[config.mk]
export PLATFORM = sky130hd
export DESIGN_NAME = i2c_byte_master
export DESIGN_NICKNAME = d
export VERILOG_FILES = /design/src/rtl/i2c_byte_master.sv
export SDC_FILE = /design/constraint.sdc
export NUM_CORES = 1
export LEC_CHECK = 0
export BUFFER_PORTS_ARGS = -buffer_cell sky130_fd_sc_hd__buf_2
export CELL_PAD_IN_SITES_DETAIL_PLACEMENT = 0
export CELL_PAD_IN_SITES_GLOBAL_PLACEMENT = 2
export CORE_MARGIN = 4
export CORE_UTILIZATION = 42
export CTS_CLUSTER_DIAMETER = 60
export CTS_CLUSTER_SIZE = 30
export DETAILED_ROUTE_END_ITERATION = 10
export PLACE_DENSITY_LB_ADDON = 0.1
export SLEW_MARGIN = 20
export SYNTH_ARGS = -nofsm -noshare
export SYNTH_HDL_FRONTEND = slang
export SYNTH_SLANG_ARGS = --single-unit
[constraint.sdc]
create_clock -name clk -period 3.55 [get_ports clk]
set_input_delay 0.71 -clock clk [delete_from_list [all_inputs] [get_ports clk]]
set_output_delay 0.71 -clock clk [all_outputs]
set_load 0.1 [all_outputs]
[src/rtl/i2c_byte_master.sv]
// Byte-level I2C master: one START/address/data/STOP transaction per
// accepted request, reads a fixed burst, writes a single byte.
// Ports: clk, rst_n (async low), start_read/slave_addr/read_write_n/
//   write_data request; read_data, transaction_done, ack_error, busy
//   status; scl_oe/sda_oe open-drain pulls (1 = low); sda_i pad input.
module i2c_byte_master #(
  parameter int CLK_DIV    = 250,
  parameter int READ_BYTES = 2
) (
  input  logic       clk,
  input  logic       rst_n,
  input  logic       start_read,
  input  logic [6:0] slave_addr,
  input  logic       read_write_n,
  input  logic [7:0] write_data,
  output logic [7:0] read_data,
  output logic       transaction_done,
  output logic       ack_error,
  output logic       busy,
  output logic       scl_oe,
  output logic       sda_oe,
  input  logic       sda_i
);

  localparam int            CW = $clog2(CLK_DIV);
  localparam logic [CW-1:0] TC = CW'(CLK_DIV - 1);
  localparam logic [2:0]    NB = 3'(READ_BYTES);

  typedef enum logic [3:0] {
    S_IDLE,
    S_START,
    S_ADDR,
    S_AACK,
    S_WDATA,
    S_WACK,
    S_RDATA,
    S_MACK,
    S_STOP
  } state_t;

  state_t        r_state;
  logic [CW-1:0] r_cnt;
  logic [1:0]    r_phase;
  logic [2:0]    r_bit;
  logic [2:0]    r_left;
  logic [7:0]    r_tx;
  logic [7:0]    r_wdata;
  logic [7:0]    r_rx;
  logic [7:0]    r_rdata;
  logic          r_rw;
  logic          r_ack;
  logic          r_done;
  logic          r_aerr;
  logic          r_busy;
  logic          r_scl_oe;
  logic          r_sda_oe;

  logic w_tc;
  logic w_sample;
  logic w_slot_end;
  logic w_scl_lo;
  logic w_scl;
  logic w_sda;

  assign w_tc       = (r_cnt == TC);
  assign w_sample   = w_tc && (r_phase == 2'd2);
  assign w_slot_end = w_tc && (r_phase == 2'd3);
  assign w_scl_lo   = (r_phase == 2'd0) || (r_phase == 2'd3);

  // Line drive for the current slot/phase; registered below,
  // so the pads follow the phase counter by one clock.
  always_comb begin
    w_scl = 1'b0;
    w_sda = 1'b0;
    unique case (r_state)
      S_IDLE: begin
      end
      S_START: begin
        w_scl = (r_phase == 2'd3);
        w_sda = r_phase[1];
      end
      S_ADDR, S_WDATA: begin
        w_scl = w_scl_lo;
        w_sda = ~r_tx[7];
      end
      S_AACK, S_WACK, S_RDATA: begin
        w_scl = w_scl_lo;
      end
      S_MACK: begin
        // ACK while more bytes remain, NACK ends the burst
        w_scl = w_scl_lo;
        w_sda = (r_left != 3'd1);
      end
      S_STOP: begin
        w_scl = (r_phase == 2'd0);
        w_sda = ~r_phase[1];
      end
      default: begin
      end
    endcase
  end

  always_ff @(posedge clk or negedge rst_n) begin
    if (!rst_n) begin
      r_state  <= S_IDLE;
      r_cnt    <= '0;
      r_phase  <= 2'd0;
      r_bit    <= 3'd0;
      r_left   <= 3'd0;
      r_tx     <= 8'h00;
      r_wdata  <= 8'h00;
      r_rx     <= 8'h00;
      r_rdata  <= 8'h00;
      r_rw     <= 1'b0;
      r_ack    <= 1'b0;
      r_done   <= 1'b0;
      r_aerr   <= 1'b0;
      r_busy   <= 1'b0;
      r_scl_oe <= 1'b0;
      r_sda_oe <= 1'b0;
    end else begin
      r_done   <= 1'b0;
      r_aerr   <= 1'b0;
      r_scl_oe <= w_scl;
      r_sda_oe <= w_sda;
      if (r_state == S_IDLE) begin
        r_cnt   <= '0;
        r_phase <= 2'd0;
        if (start_read) begin
          r_tx    <= {slave_addr, read_write_n};
          r_rw    <= read_write_n;
          r_wdata <= write_data;
          r_busy  <= 1'b1;
          r_state <= S_START;
        end
      end else begin
        r_cnt <= w_tc ? '0 : r_cnt + CW'(1);
        if (w_tc) r_phase <= r_phase + 2'd1;
        if (w_sample) begin
          r_ack <= sda_i;
          if (r_state == S_RDATA) r_rx <= {r_rx[6:0], sda_i};
        end
        if (w_slot_end) begin
          unique case (r_state)
            S_START: begin
              r_bit   <= 3'd7;
              r_state <= S_ADDR;
            end
            S_ADDR, S_WDATA: begin
              r_tx <= {r_tx[6:0], 1'b0};
              if (r_bit == 3'd0)
                r_state <= (r_state == S_ADDR) ? S_AACK : S_WACK;
              else
                r_bit <= r_bit - 3'd1;
            end
            S_AACK: begin
              r_bit <= 3'd7;
              if (r_ack) begin
                r_aerr  <= 1'b1;
                r_state <= S_STOP;
              end else if (r_rw) begin
                r_left  <= NB;
                r_state <= S_RDATA;
              end else begin
                r_tx    <= r_wdata;
                r_state <= S_WDATA;
              end
            end
            S_WACK: begin
              r_aerr  <= r_ack;
              r_done  <= ~r_ack;
              r_state <= S_STOP;
            end
            S_RDATA: begin
              if (r_bit == 3'd0) r_state <= S_MACK;
              else               r_bit   <= r_bit - 3'd1;
            end
            S_MACK: begin
              r_rdata <= r_rx;
              r_done  <= 1'b1;
              r_left  <= r_left - 3'd1;
              r_bit   <= 3'd7;
              r_state <= (r_left == 3'd1) ? S_STOP : S_RDATA;
            end
            S_STOP: begin
              r_busy  <= 1'b0;
              r_state <= S_IDLE;
            end
            default: r_state <= S_IDLE;
          endcase
        end
      end
    end
  end

  assign read_data        = r_rdata;
  assign transaction_done = r_done;
  assign ack_error        = r_aerr;
  assign busy             = r_busy;
  assign scl_oe           = r_scl_oe;
  assign sda_oe           = r_sda_oe;

endmodule

# Word level (Yosys, flattened, before mapping)
# Index checks and enable logic that the tools add are counted.
# word_totals
wordCells	108
out_inout_bits	13
ff_bits	59
input_bits	20
mem_count	0
ram_bits	0
latchBits	0
rom_bits	0
# classes
div_mod_pow	0
n_reduce_logical	25
n_mux	38
n_mul	0
shift	0
order_cmp	0
n_addsub	4
bitwise	4
n_eq_ne	21
# ops
cell	count
two-way mux 8 bit	7
two-way mux 4 bit	7
case mux 4 bit (6 select lines)	1
equality test 4 x 3 -> 1 bit, second input constant	4
case mux 8 bit (2 select lines)	1
two-way mux 3 bit	4
case mux 3 bit (2 select lines)	2
AND reduction 5 bit	2
nonzero test 2 bit	5
two-way mux 1 bit	9
!= test 3 bit, second input constant	3
AND reduction 3 bit	3
adder 8 x 1 -> 8 bit, second input constant	1
equality test 4 x 2 -> 1 bit, second input constant	2
equality test 8 bit, second input constant	1
!= test 2 bit, second input constant	4
AND reduction 4 bit	2
two-way mux 2 bit	3
OR reduction 3 bit	2
OR reduction 6 bit	1
subtractor 3 x 1 -> 3 bit, second input constant	2
equality test 2 bit, second input constant	2
equality test 4 x 1 -> 1 bit, second input constant	1
equality test 4 bit, second input constant	1
other kinds (16)	22

# Logic depth before layout (Yosys ltp)
# depth
word_depth	6
ltp_mapped	7
ltp_nobuf	6

# Worst setup path before layout
# Ideal clock, no wire load.
# synth_path
path_kind	reg2reg
startpoint	reg r_state[0]
endpoint	reg r_tx[0]
required_ps	3425
setup_time_ps	125
slack_ps	1838
path_stages_with_launch	6
arrival_ps	1587
path_buffers	1
period_less_slack_ps	1712
cell_sequence	dfrtp_1 -> buf_6 -> nor4_4 -> nor3_2 -> o211ai_4 -> mux2_4
# synth_via
elab_chain_len	5
elab_cells_between_ends	14
classes_between	eq/ne (6); mux (3); reduce/logical (5)
# synth_rtl
element	line	text
start, declared	41	state_t r_state;
start signal, assigned	152	r_state <= (r_state == S_ADDR) ? S_AACK : S_WACK;
start signal, assigned	183	r_state <= (r_left == 3'd1) ? S_STOP : S_RDATA;
equality test 4 x 2 -> 1 bit / equality test 4 x 3 -> 1 bit (equally long branches)	144	unique case (r_state)
OR reduction 2 bit	144	
case mux 8 bit (2 select lines)	144	
two-way mux 8 bit	143	if (w_slot_end) begin
two-way mux 8 bit	126	if (r_state == S_IDLE) begin
end signal, assigned	130	r_tx <= {slave_addr, read_write_n};
end signal, assigned	150	r_tx <= {r_tx[6:0], 1'b0};
end signal, assigned	165	r_tx <= r_wdata;
end, declared	46	logic [7:0] r_tx;
# Parallel ways exist; a longest one is shown, timed or not. The select of a mux whose other input is x is not followed.
# A chain may end at the register's enable or synchronous reset.

# Worst setup path in the final report
# layout_path
startpoint	reg r_state[3]
endpoint	reg r_tx[3]
# Same word-level chain as after synthesis.

==> flow_summary.ini <==
[synthesis]
synthTopCellsByCount = 59 x dfrtp_1, 22 x nor2_1, 16 x mux2_1, 15 x nand2_1, 14 x o21ai_0
synth_top_family_by_area = multiplexers
synth_top_area_share_pct = 48.9
synth_edf_count = 0
synth.distinct_cells = 52
postSynth.asyncResetShare_pct = 100
synth_seq_cells = 59
yosys_warnings = 0
ys_dominant_reg_cell = dfrtp_1
synth_xor_area_share_pct = 2.32
synth_fa_ha_area_share_pct = 3.73
synth_nets = 288
synth.area.top_cells = dfrtp_1 49%, mux2_1 6.0%, mux2_2 4.1%, mux2_4 4.0%, ha_1 3.7%
synthSimpleGateAreaFrac_pct = 13.7
synth_compound_area_share_pct = 10.1
syn_inst = 259
syn-cell-area_mm2 = 0.00302
ys_seq_area_share_pct = 48.9
syn_avg_cell_area_um2 = 11.7
yosysMostFrequentCell = dfrtp_1
yosysTopAreaCell = dfrtp_1
muxShareOfSynthArea_pct = 17.4

[timing]
slew_violations = 0
grt_setup_unrepaired = false
relSlewSlack_pct = 49.8
setup_ws_ns = 1.19
holdWs_ns = 0.328
setup_viol = 0
fin_tns_setup_ns = 0
hold_viol = 0
period_share_pct = 66.4
period_needed_ns = 2.36
finalClockSkew_ns = 0.00783
worstMarginPinSlew_ns = 0.743
fmax_mhz = 424

[layout]
fillCellCount = 634
post_layout_nonfiller_instances = 395
final_area_mm2 = 0.00346
fin_nets = 323
seq_area_mm2 = 0.00148
drive_gt1_share_pct = 27.8
final_util_pct = 50.3
synthToLayoutAreaGrowth_pct = 14.5
multi_input_area_mm2 = 0.00143
antenna_cells = 0

[floorplan]
io_pins = 33
fp.dieW_um = 92.8
start_util_pct = 43.9
die_y_um = 92.8
rows = 30
fp.coreArea_mm2 = 0.00687
dieArea_mm2 = 0.00861

[clock_network]
cts_hold_buf = 0
root_buffer = clkbuf_8
cts_inserted_buffers = 9
clkSlewWorstSetupHoldPaths_ns = 0.07
cts_buffer_depth = 2
post_cts_resized = 0
clkSinkCount = 59
cts_tree = done
clk_latency_ns = 0.33
htree_levels = 3
cts_setup_buffers = 0

[pwr]
leakagePower_nw = 1.66
irDropWorstVdd_uv = 180
finalPower_mw = 1.30
powerDensity_mw_per_mm2 = 376

[detailed_routing]
top_layer_used = met4
drc = 0
route.met3.wl_um = 221
vias_per_cell = 5.10
wl_per_cell_um = 15.2
route.met2.wl_mm = 2.73
wl_met1_mm = 2.99
ant_nets = 0
firstDrtPassIters = 4
wl_mm = 6.02
vias = 2016
drt-initial-drc-count = 90

[setup_path]
r2r_start = r_state[3]$_DFFE_PN0P_
critPathMaxFanout = 15
cp_slowest_stage_delay_ns = 0.62
crit_type = reg2reg
start_kind = flip-flop
required_ns = 3.76
critPathSlowestCell = nor4_4
cp-end-kind = flip-flop
cp.arrival_ns = 2.57
path_buf_inv = 0
crit_chain = nor4_4 > and2_2 > o211ai_4 > mux2_4
worstSetupStartpoint = r_state[3]$_DFFE_PN0P_
cp_top_family = simple AND/OR/NAND/NOR gates

[min_path]
min_path_type = in2async

[run]
cap_violations = 0

[global_route]
grt_overflow = 0
antenna_found_initial = 0
grt.total_usage_pct = 15.6
grt_pass1_wl_mm = 10.4
grt_max_degree = 25
grt_pass1_vias = 2037

[placed_design]
place_area_mm2 = 0.00326
port_buffers = 32
dpl.hpwl_mm = 4.43
place.gp.congestion = 0.781
dp_slack_ns = 1.20
dp_cells = 379

[run_status]
status = complete, no violations
[path summary, 6_finish.rpt]
check / end / slack, ns / depth (start not counted)
worst max-delay path: r_tx[3]$_DFFE_PN0P_ / 1.19 / 4
worst min-delay path: r_rx[4]$_DFFE_PN0P_ / 0.33 / 1
worst max register to register: r_tx[3]$_DFFE_PN0P_ / 1.19 / 4
worst min register to register: read_data[7]$_DFFE_PN0P_ / 0.48 / 1
max in group asynchronous: r_tx[2]$_DFFE_PN0P_ / 2.53 / 2
min in group clk: read_data[7]$_DFFE_PN0P_ / 0.48 / 1
[cell type report]
| cell class | instances | area share, % |
|---|---|---|
| inverters | 10 | 1.09 |
| well taps | 96 | 3.48 |
| clock inverters | 5 | 1.52 |
| clock buffers | 11 | 4.09 |
| repair buffers | 37 | 5.72 |
| multi-input cells | 177 | 41.4 |
| flip-flops and latches | 59 | 42.7 |
[layout by cell type, fill, tap and decap left out, types with 2 or more instances in the layout]
master    Yosys  final
a21o_1        2      2
dfrtp_1      59     59
clkinv_2      0      3
a21oi_1       3      3
nor3_1        4      4
inv_1        10     10
nor2_1       22     22
and2_1        2      2
xnor2_1       6      6
clkbuf_8      0     10
nor2b_1       3      3
buf_2         4     32
a31oi_1       4      4
o31ai_1       2      2
mux2_4        8      8
nand2b_1      3      3
mux2i_1      10     10
ha_1          9      9
mux2_2       11     11
nand3_1       4      4
mux2_1       16     16
a22o_1        2      2
or2_2         3      3
o21ai_0      14     14
xor2_1        2      2
buf_4         3      5
nand2_1      15     15
and4_1        2      2
a21boi_0      2      2
o31a_1        2      2
and3_1        5      5
[registers in the layout (all words and copies together) (netlist names)]
name,count
busy,1
r_left,3
r_wdata,8
r_bit,3
r_tx,8
r_rw,1
ack_error,1
r_rx,8
r_cnt,8
r_ack,1
read_data,8
transaction_done,1
r_phase,2
scl_oe,1
r_state,4
sda_oe,1
[per-layer routing]
metal / track usage, % / vias to the layer above
met3: 4.39 / 10
met4: 5.49 / 0
met5: 0 / -
li1: - / 989
met2: 23.0 / 50
met1: 21.8 / 967
[power breakdown]
group          internal (mW)  leakage (nW)  switching [mW]
clock network          0.340        0.0991           0.257
logic                0.00983         0.780          0.0175
registers              0.673         0.782         0.00136
total                   1.02          1.66           0.276
[worst register-to-register path, stage by stage (launching register included)]
cell and delay (ns):
dfrtp_1 0.58, nor4_4 0.63, and2_2 0.46, o211ai_4 0.22, mux2_4 0.36
[kinds of logic (layout without fill, tap and decap cells)]
kind of cell               count (synthesis)  after routing
AOI/OAI and AO/OA                         41             41
xor gates and xnor gates                   8              8
adders and majority gates                  9              9
buffers and inverters                     23             63
DFF                                       59             59
muxes                                     45             45
and+or+nand+nor                           74             74
Note: power is estimated with default switching activity, not from simulation.
